**src/rtl/rob_commit_queue_pkg.sv**
```systemverilog
// rtl/rob_commit_queue_pkg.sv - shared types and constants for the reorder/commit queue
package rob_commit_queue_pkg;

  localparam int ROB_DEPTH = 16;
  localparam int ROB_IDX_W = $clog2(ROB_DEPTH);

  typedef logic [ROB_IDX_W-1:0] rob_idx_t;
  typedef logic [ROB_IDX_W:0]   rob_ptr_t;

  localparam logic [4:0] EXC_NONE = 5'd0;

  typedef struct packed {
    logic        done;
    logic [4:0]  excode;
    logic [31:0] pc;
    logic        is_store;
    logic [5:0]  phy_dest;
  } rob_entry_t;

endpackage

```
**src/rtl/rob_commit_queue_ptr_ctr.sv**
```systemverilog
// rtl/rob_commit_queue_ptr_ctr.sv - wrap-bit queue pointer, step 0/1/2, synchronous clear
module rob_ptr_ctr #(
  parameter int PTR_W = 5
) (
  input  logic             clk,
  input  logic             clr_i,
  input  logic [1:0]       inc_i,
  output logic [PTR_W-1:0] ptr_o
);

  logic [PTR_W-1:0] ptr_q, ptr_d;

  // Top bit is the wrap bit; it toggles naturally on overflow of the index bits.
  always_comb begin
    ptr_d = clr_i ? '0 : ptr_q + PTR_W'(inc_i);
  end

  // Pointer register.
  always_ff @(posedge clk) begin
    ptr_q <= ptr_d;
  end

  assign ptr_o = ptr_q;

endmodule

```
**src/rtl/rob_commit_queue.sv**
```systemverilog
// rtl/rob_commit_queue.sv - in-order reorder/commit queue; perf counters under ROB_COMMIT_PERF_EN
module rob_commit_queue
  import rob_commit_queue_pkg::*;
#(
  parameter int DEPTH = ROB_DEPTH,
  parameter int IDX_W = $clog2(DEPTH)
) (
  input  logic                  clk,
  input  logic                  reset,
  input  logic                  flush,
  input  logic [1:0]            alloc_valid,
  input  logic [1:0][31:0]      alloc_pc,
  input  logic [1:0]            alloc_is_store,
  input  logic [1:0][5:0]       alloc_phy_dest,
  output logic                  alloc_ready,
  output logic [1:0][IDX_W-1:0] alloc_idx,
  input  logic [2:0]            wb_valid,
  input  logic [2:0][IDX_W-1:0] wb_idx,
  input  logic [2:0][4:0]       wb_excode,
  output logic [1:0]            commit_valid,
  output logic [1:0][31:0]      commit_pc,
  output logic [1:0][5:0]       commit_phy_dest,
  output logic [4:0]            commit_excode,
  output logic                  commit_store1_valid,
  output logic                  commit_store2_valid,
  output logic [31:0]           perf_retired,
  output logic [31:0]           perf_full_stall
);

  localparam int PTR_W = IDX_W + 1;

  logic             clr;
  logic [PTR_W-1:0] head_ptr, tail_ptr;
  logic [IDX_W-1:0] head_idx, head1_idx, tail_idx;
  logic [PTR_W-1:0] count_q, count_d;
  rob_entry_t       ent_q [DEPTH];
  rob_entry_t       ent_d [DEPTH];
  rob_entry_t       head_e, next_e;
  logic             empty, full, alloc_fire;
  logic [1:0]       n_alloc, n_retire;
  logic [2:0]       wb_hit;

  assign clr       = reset | flush;
  assign head_idx  = head_ptr[IDX_W-1:0];
  assign head1_idx = head_idx + IDX_W'(1);
  assign tail_idx  = tail_ptr[IDX_W-1:0];
  assign empty     = (head_ptr == tail_ptr);
  assign full      = (head_ptr[IDX_W] != tail_ptr[IDX_W]) && (head_idx == tail_idx);

  // Allocation is all-or-nothing: two free slots are always required.
  assign alloc_ready  = (PTR_W'(DEPTH) - count_q) >= PTR_W'(2);
  assign alloc_idx[0] = tail_idx;
  assign alloc_idx[1] = tail_idx + IDX_W'(1);
  assign alloc_fire   = alloc_ready && alloc_valid[0] && !clr;
  assign n_alloc      = !alloc_fire ? 2'd0 : (alloc_valid[1] ? 2'd2 : 2'd1);

  rob_ptr_ctr #(.PTR_W(PTR_W)) u_head (
    .clk   (clk),
    .clr_i (clr),
    .inc_i (n_retire),
    .ptr_o (head_ptr)
  );

  rob_ptr_ctr #(.PTR_W(PTR_W)) u_tail (
    .clk   (clk),
    .clr_i (clr),
    .inc_i (n_alloc),
    .ptr_o (tail_ptr)
  );

  // Retire selection from registered state; faulting entries retire alone in slot 0.
  always_comb begin
    head_e       = ent_q[head_idx];
    next_e       = ent_q[head1_idx];
    commit_valid = 2'b00;
    if (!clr && !empty && head_e.done) begin
      commit_valid[0] = 1'b1;
      if (head_e.excode == EXC_NONE && count_q >= PTR_W'(2) &&
          next_e.done && next_e.excode == EXC_NONE) begin
        commit_valid[1] = 1'b1;
      end
    end
    n_retire = {1'b0, commit_valid[0]} + {1'b0, commit_valid[1]};
  end

  // Commit payloads are zero whenever the slot is not retiring.
  always_comb begin
    commit_pc[0]        = commit_valid[0] ? head_e.pc : 32'd0;
    commit_pc[1]        = commit_valid[1] ? next_e.pc : 32'd0;
    commit_phy_dest[0]  = commit_valid[0] ? head_e.phy_dest : 6'd0;
    commit_phy_dest[1]  = commit_valid[1] ? next_e.phy_dest : 6'd0;
    commit_excode       = commit_valid[0] ? head_e.excode : EXC_NONE;
    commit_store1_valid = commit_valid[0] && head_e.is_store && head_e.excode == EXC_NONE;
    commit_store2_valid = commit_valid[1] && next_e.is_store;
  end

  // A writeback counts only if its index lies in the live window [head, tail).
  always_comb begin
    for (int b = 0; b < 3; b++) begin
      wb_hit[b] = wb_valid[b] && ({1'b0, wb_idx[b] - head_idx} < count_q);
    end
  end

  // Entry next-state: flush clears done, else writeback then allocation.
  always_comb begin
    for (int i = 0; i < DEPTH; i++) begin
      ent_d[i] = ent_q[i];
      if (clr) begin
        ent_d[i].done = 1'b0;
      end else begin
        for (int b = 0; b < 3; b++) begin
          if (wb_hit[b] && wb_idx[b] == IDX_W'(i)) begin
            ent_d[i].done   = 1'b1;
            ent_d[i].excode = wb_excode[b];
          end
        end
        for (int k = 0; k < 2; k++) begin
          if (alloc_fire && alloc_valid[k] && alloc_idx[k] == IDX_W'(i)) begin
            ent_d[i].done     = 1'b0;
            ent_d[i].excode   = EXC_NONE;
            ent_d[i].pc       = alloc_pc[k];
            ent_d[i].is_store = alloc_is_store[k];
            ent_d[i].phy_dest = alloc_phy_dest[k];
          end
        end
      end
    end
    count_d = clr ? '0 : count_q + PTR_W'(n_alloc) - PTR_W'(n_retire);
  end

  // Entry storage and occupancy register.
  always_ff @(posedge clk) begin
    for (int i = 0; i < DEPTH; i++) begin
      ent_q[i] <= ent_d[i];
    end
    count_q <= count_d;
  end

`ifdef ROB_COMMIT_PERF_EN
  logic [31:0] perf_retired_q, perf_full_stall_q;

  // Counters survive flush; only reset clears them.
  always_ff @(posedge clk) begin
    if (reset) begin
      perf_retired_q    <= 32'd0;
      perf_full_stall_q <= 32'd0;
    end else begin
      perf_retired_q <= perf_retired_q + 32'(n_retire);
      if (alloc_valid[0] && !alloc_ready) begin
        perf_full_stall_q <= perf_full_stall_q + 32'd1;
      end
    end
  end

  assign perf_retired    = perf_retired_q;
  assign perf_full_stall = perf_full_stall_q;
`else
  assign perf_retired    = 32'd0;
  assign perf_full_stall = 32'd0;
`endif

  wb_unique_a: assert property (@(posedge clk) disable iff (reset)
    !((wb_valid[0] && wb_valid[1] && wb_idx[0] == wb_idx[1]) ||
      (wb_valid[0] && wb_valid[2] && wb_idx[0] == wb_idx[2]) ||
      (wb_valid[1] && wb_valid[2] && wb_idx[1] == wb_idx[2])));

  full_count_a: assert property (@(posedge clk) disable iff (reset)
    full == (count_q == PTR_W'(DEPTH)));

endmodule

```
**config.mk**
```make
export PLATFORM = sky130hd
export DESIGN_NAME = rob_commit_queue
export DESIGN_NICKNAME = d
export VERILOG_FILES = /design/src/rtl/rob_commit_queue_pkg.sv /design/src/rtl/rob_commit_queue_ptr_ctr.sv /design/src/rtl/rob_commit_queue.sv
export SDC_FILE = /design/constraint.sdc
export NUM_CORES = 2
export LEC_CHECK = 0
export BUFFER_PORTS_ARGS = -buffer_cell sky130_fd_sc_hd__clkbuf_2
export CAP_MARGIN = 30
export CORE_AREA = 3 3 341 343
export CTS_BUF_LIST = sky130_fd_sc_hd__clkbuf_16
export DETAILED_ROUTE_END_ITERATION = 16
export DIE_AREA = 0 0 344 346
export SLEW_MARGIN = 15
export SYNTH_ARGS = -nofsm -noshare
export SYNTH_HDL_FRONTEND = slang
export SYNTH_SLANG_ARGS = --single-unit
```
**constraint.sdc**
```tcl
create_clock -name clk -period 4.47 [get_ports clk]
set_input_delay 0.2235 -clock clk [delete_from_list [all_inputs] [get_ports clk]]
set_output_delay 0.2235 -clock clk [all_outputs]
set_load 0.05 [all_outputs]
```
==> results.md <==
- Post-synthesis xor/xnor area fraction: 0.00523
- Reg-to-reg setup timing slack: 0.38 ns
- Largest family of logic cells by synthesized area: multiplexers
- Post-synth cell types: 68
- NumNets Final: 3335
- Worst skew pair latency: 0.65 ns
- Actual slew at the worst max-slew pin: 1.10 ns
- Most common cell after layout, fill and taps aside: edfxtp_1
- Initial antenna violation count: 24
- DRT iter0 DRCs: 5216
- Crit. End Element: output port
- Ratio of cells with drive above 1 in the final layout: 0.320
- Antenna-violating nets left: 0
- Max FO, Critical Path: 40
- GR Util All Layers: 0.287
- DIE AREA: 119000 µm²
- Max-Cap Viols: 0
- HP Class: input pin to flip-flop
- Min Tclk post-route: 4.31 ns
- Power Density: 301 nW/µm²
- CP Launch Type: flip-flop
- Primary FF master, synth: edfxtp_1
- Synth warnings: 0
- CP max stage delay: 0.56 ns
- Post-placement cell count: 4601
- GRT overflow: 0
- Synth Area in Adders: 0.0136
- Async S/R FF share, synth: 0
- Dpl hpwl: 100000 µm
- Commonest non-fill, non-tap cells in the layout: edfxtp_1 (720), a22o_1 (625), mux4_2 (420)
- Post-route setup TNS: 0 ns
- Core area: 114000 µm²
- Max Used Layer: met5
- CTS root buf: clkbuf_16
- Reg2reg path depth: 14
- CTS tree: yes
- Clock sinks: 735
- Metal3 WL: 26200 µm
- Slowest cell on crit path: mux4_2
- Drt pass-1 iters: 6
- DP Area: 48400 µm²
- Min-delay src: alloc_pc[31]
- Status: complete, no violations
- Post-DR wirelength/cell: 36.6 µm
- Setup CP Type: flip-flop to output port
- Detailed-routed wire length on met2: 77200 µm
- Final std cells w/o fill: 4773
- GP Congestion: 0.967
- Fin area: 51200 µm²
- Worst slew margin: 0.266
- IO Count: 271
- Die Ht: 346 µm
- Final setup margin: 0.156 ns
- R2R Path End: count_q[3]
- Total number of vias: 33400
- Largest net degree at the start of global routing: 113
- Setup Slack @ Placement: 0.0985 ns
- Global-route wire length before repair: 244000 µm
- Count of mapped cells out of synthesis: 3192
- Mapped Area: 45200 µm²
- CTS max path bufs: 3
- Synth Area in Simple Gates: 0.0694
- Max Clk Rate: 0.232 GHz
- Metal-1 WL: 62900 µm
- DRC: 0
- Worst path cell trace: buf_4 -> buf_4 -> buf_6 -> mux4_2 -> mux4_2 -> nor2b_1 -> clkbuf_2
- Setup Viol. Count Final: 0
- Post-Route WL: 175000 µm
- RSZ-0062 raised after global routing: false
- Final Hold Violating Endpoints: 0
- Fillers: 9945
- Max Clock Skew: 0.0159 ns
- Cell family with most CP delay: buffers and inverters
- Starting density of the core: 0.397
- RR Startpoint: u_head.ptr_o[1]
- Syn-to-layout area delta: 13.3%
- Post-synthesis mux area share: 0.210
- Number of I/O port buffers: 206
- CTS buffer count: 80
- Vias per cell: 7.01
- Buffers plus inverters on the worst setup path: 4
- Vias in the first global route: 32300
- Worst-path clk slew: 0.06 ns
- Register area share after synthesis: 0.485
- Peak supply drop: 246 µV
- Compound-Gate Fraction of Synth Area: 0.161
- Period utilisation layout: 0.965
- EDFF count, synth: 720
- Syn avg cell area: 14.2 µm²
- Chip Width: 344 µm
- Hold Crit Endpoint: ent_q[3][38]
- Crit path DAT: 4.09 ns
- Design Power: 15.4 mW
- Post-synthesis register bit count: 735
- Worst Hold Path Cells: 2
- Slew Limit Fails: 0
- Pleak: 17.3 nW
- H-tree Lvls: 3
- Rows: 124
- CP required: 4.25 ns
## through the flow
step	hold WS [ns]	util
after global routing	0.139	0.450
after CTS	0.0857	0.449
after detailed placement	0.536	0.425
after global placement	0.513	0.425
final	0.134	0.450
after floorplan	0.481	-
## repair_timing
item / 4_1_cts / 5_1_grt
gates resized for setup: 2 / 3
hold buffers: 2 / 0
buffers inserted: 2 / 0
setup endpoints to repair: 37 / 22
hold endpoints to repair: 1 / 0
## how the worst max path moves through the flow
stage | from | end | slack, ns | cells past startpoint
6_report | u_head.ptr_o[2] | commit_pc[0] | 0.16 | 7
5_1_grt | u_head.ptr_o[2] | commit_pc[31] | 0.004 | 7
4_1_cts | u_head.ptr_o[1] | commit_pc[46] | 0.04 | 10
3_5_place_dp | u_head.ptr_o[0] | count_q[3] | 0.1 | 14
3_3_place_gp | u_head.ptr_o[0] | count_q[3] | 0.28 | 14
2_1_floorplan | u_head.ptr_o[0] | count_q[4] | 0.04 | 18
## where the power goes
group          leakage [nW]  switching (mW)  internal [mW]
registers              7.45          0.0299           7.53
logic                  8.52           0.738          0.290
clock network          1.34            2.92           3.90
## sequential cells by signal (all words and copies together), names as in the netlist
register	cells
count_q	5
ent_q	720
u_head.ptr_o	5
u_tail.ptr_o	5
## layout make-up
class                      instances  area, µm²  share of cell area
tap                             1512       1890              0.0369
multi-input combinational       1947      21300               0.416
inverter                          36        150             0.00293
clock inverter                    66        626              0.0122
antenna                           19       47.5            0.000928
clock buffer                      81       2030              0.0396
timing repair buffer             377       3240              0.0633
sequential                       735      21900               0.428
## cell families (layout without fill, tap and decap cells)
kind of cell	count (synthesis)	after routing
multiplexers	424	424
AND/OR/NAND/NOR	521	521
XOR/XNOR	27	27
flip-flops	735	735
other	1	83
AO/OA/AOI/OAI	866	866
adder cells (fa/ha/maj)	45	45
buffers and inverters	573	560
## routing by layer
layer  vias up  track usage
met1     17000        0.386
met5         -      0.00801
met2      2838        0.426
met3       499       0.0951
li1      13100            -
met4        22        0.119
## Yosys cell counts, types with 25 or more instances
library cell / count / area, µm²
nor2b_1: 141 / 882
nand3_1: 25 / 125
nor4_1: 29 / 181
nor2_1: 59 / 221
a21oi_1: 52 / 260
buf_1: 131 / 492
buf_2: 41 / 205
a221oi_1: 82 / 718
ha_1: 38 / 475
a22o_1: 625 / 5470
nand2_1: 36 / 135
buf_4: 69 / 518
edfxtp_1: 720 / 21600
clkbuf_1: 287 / 1080
mux4_2: 420 / 9460
nor3_1: 109 / 546
nor3b_2: 38 / 475
Power figures use the tool's default switching activity.
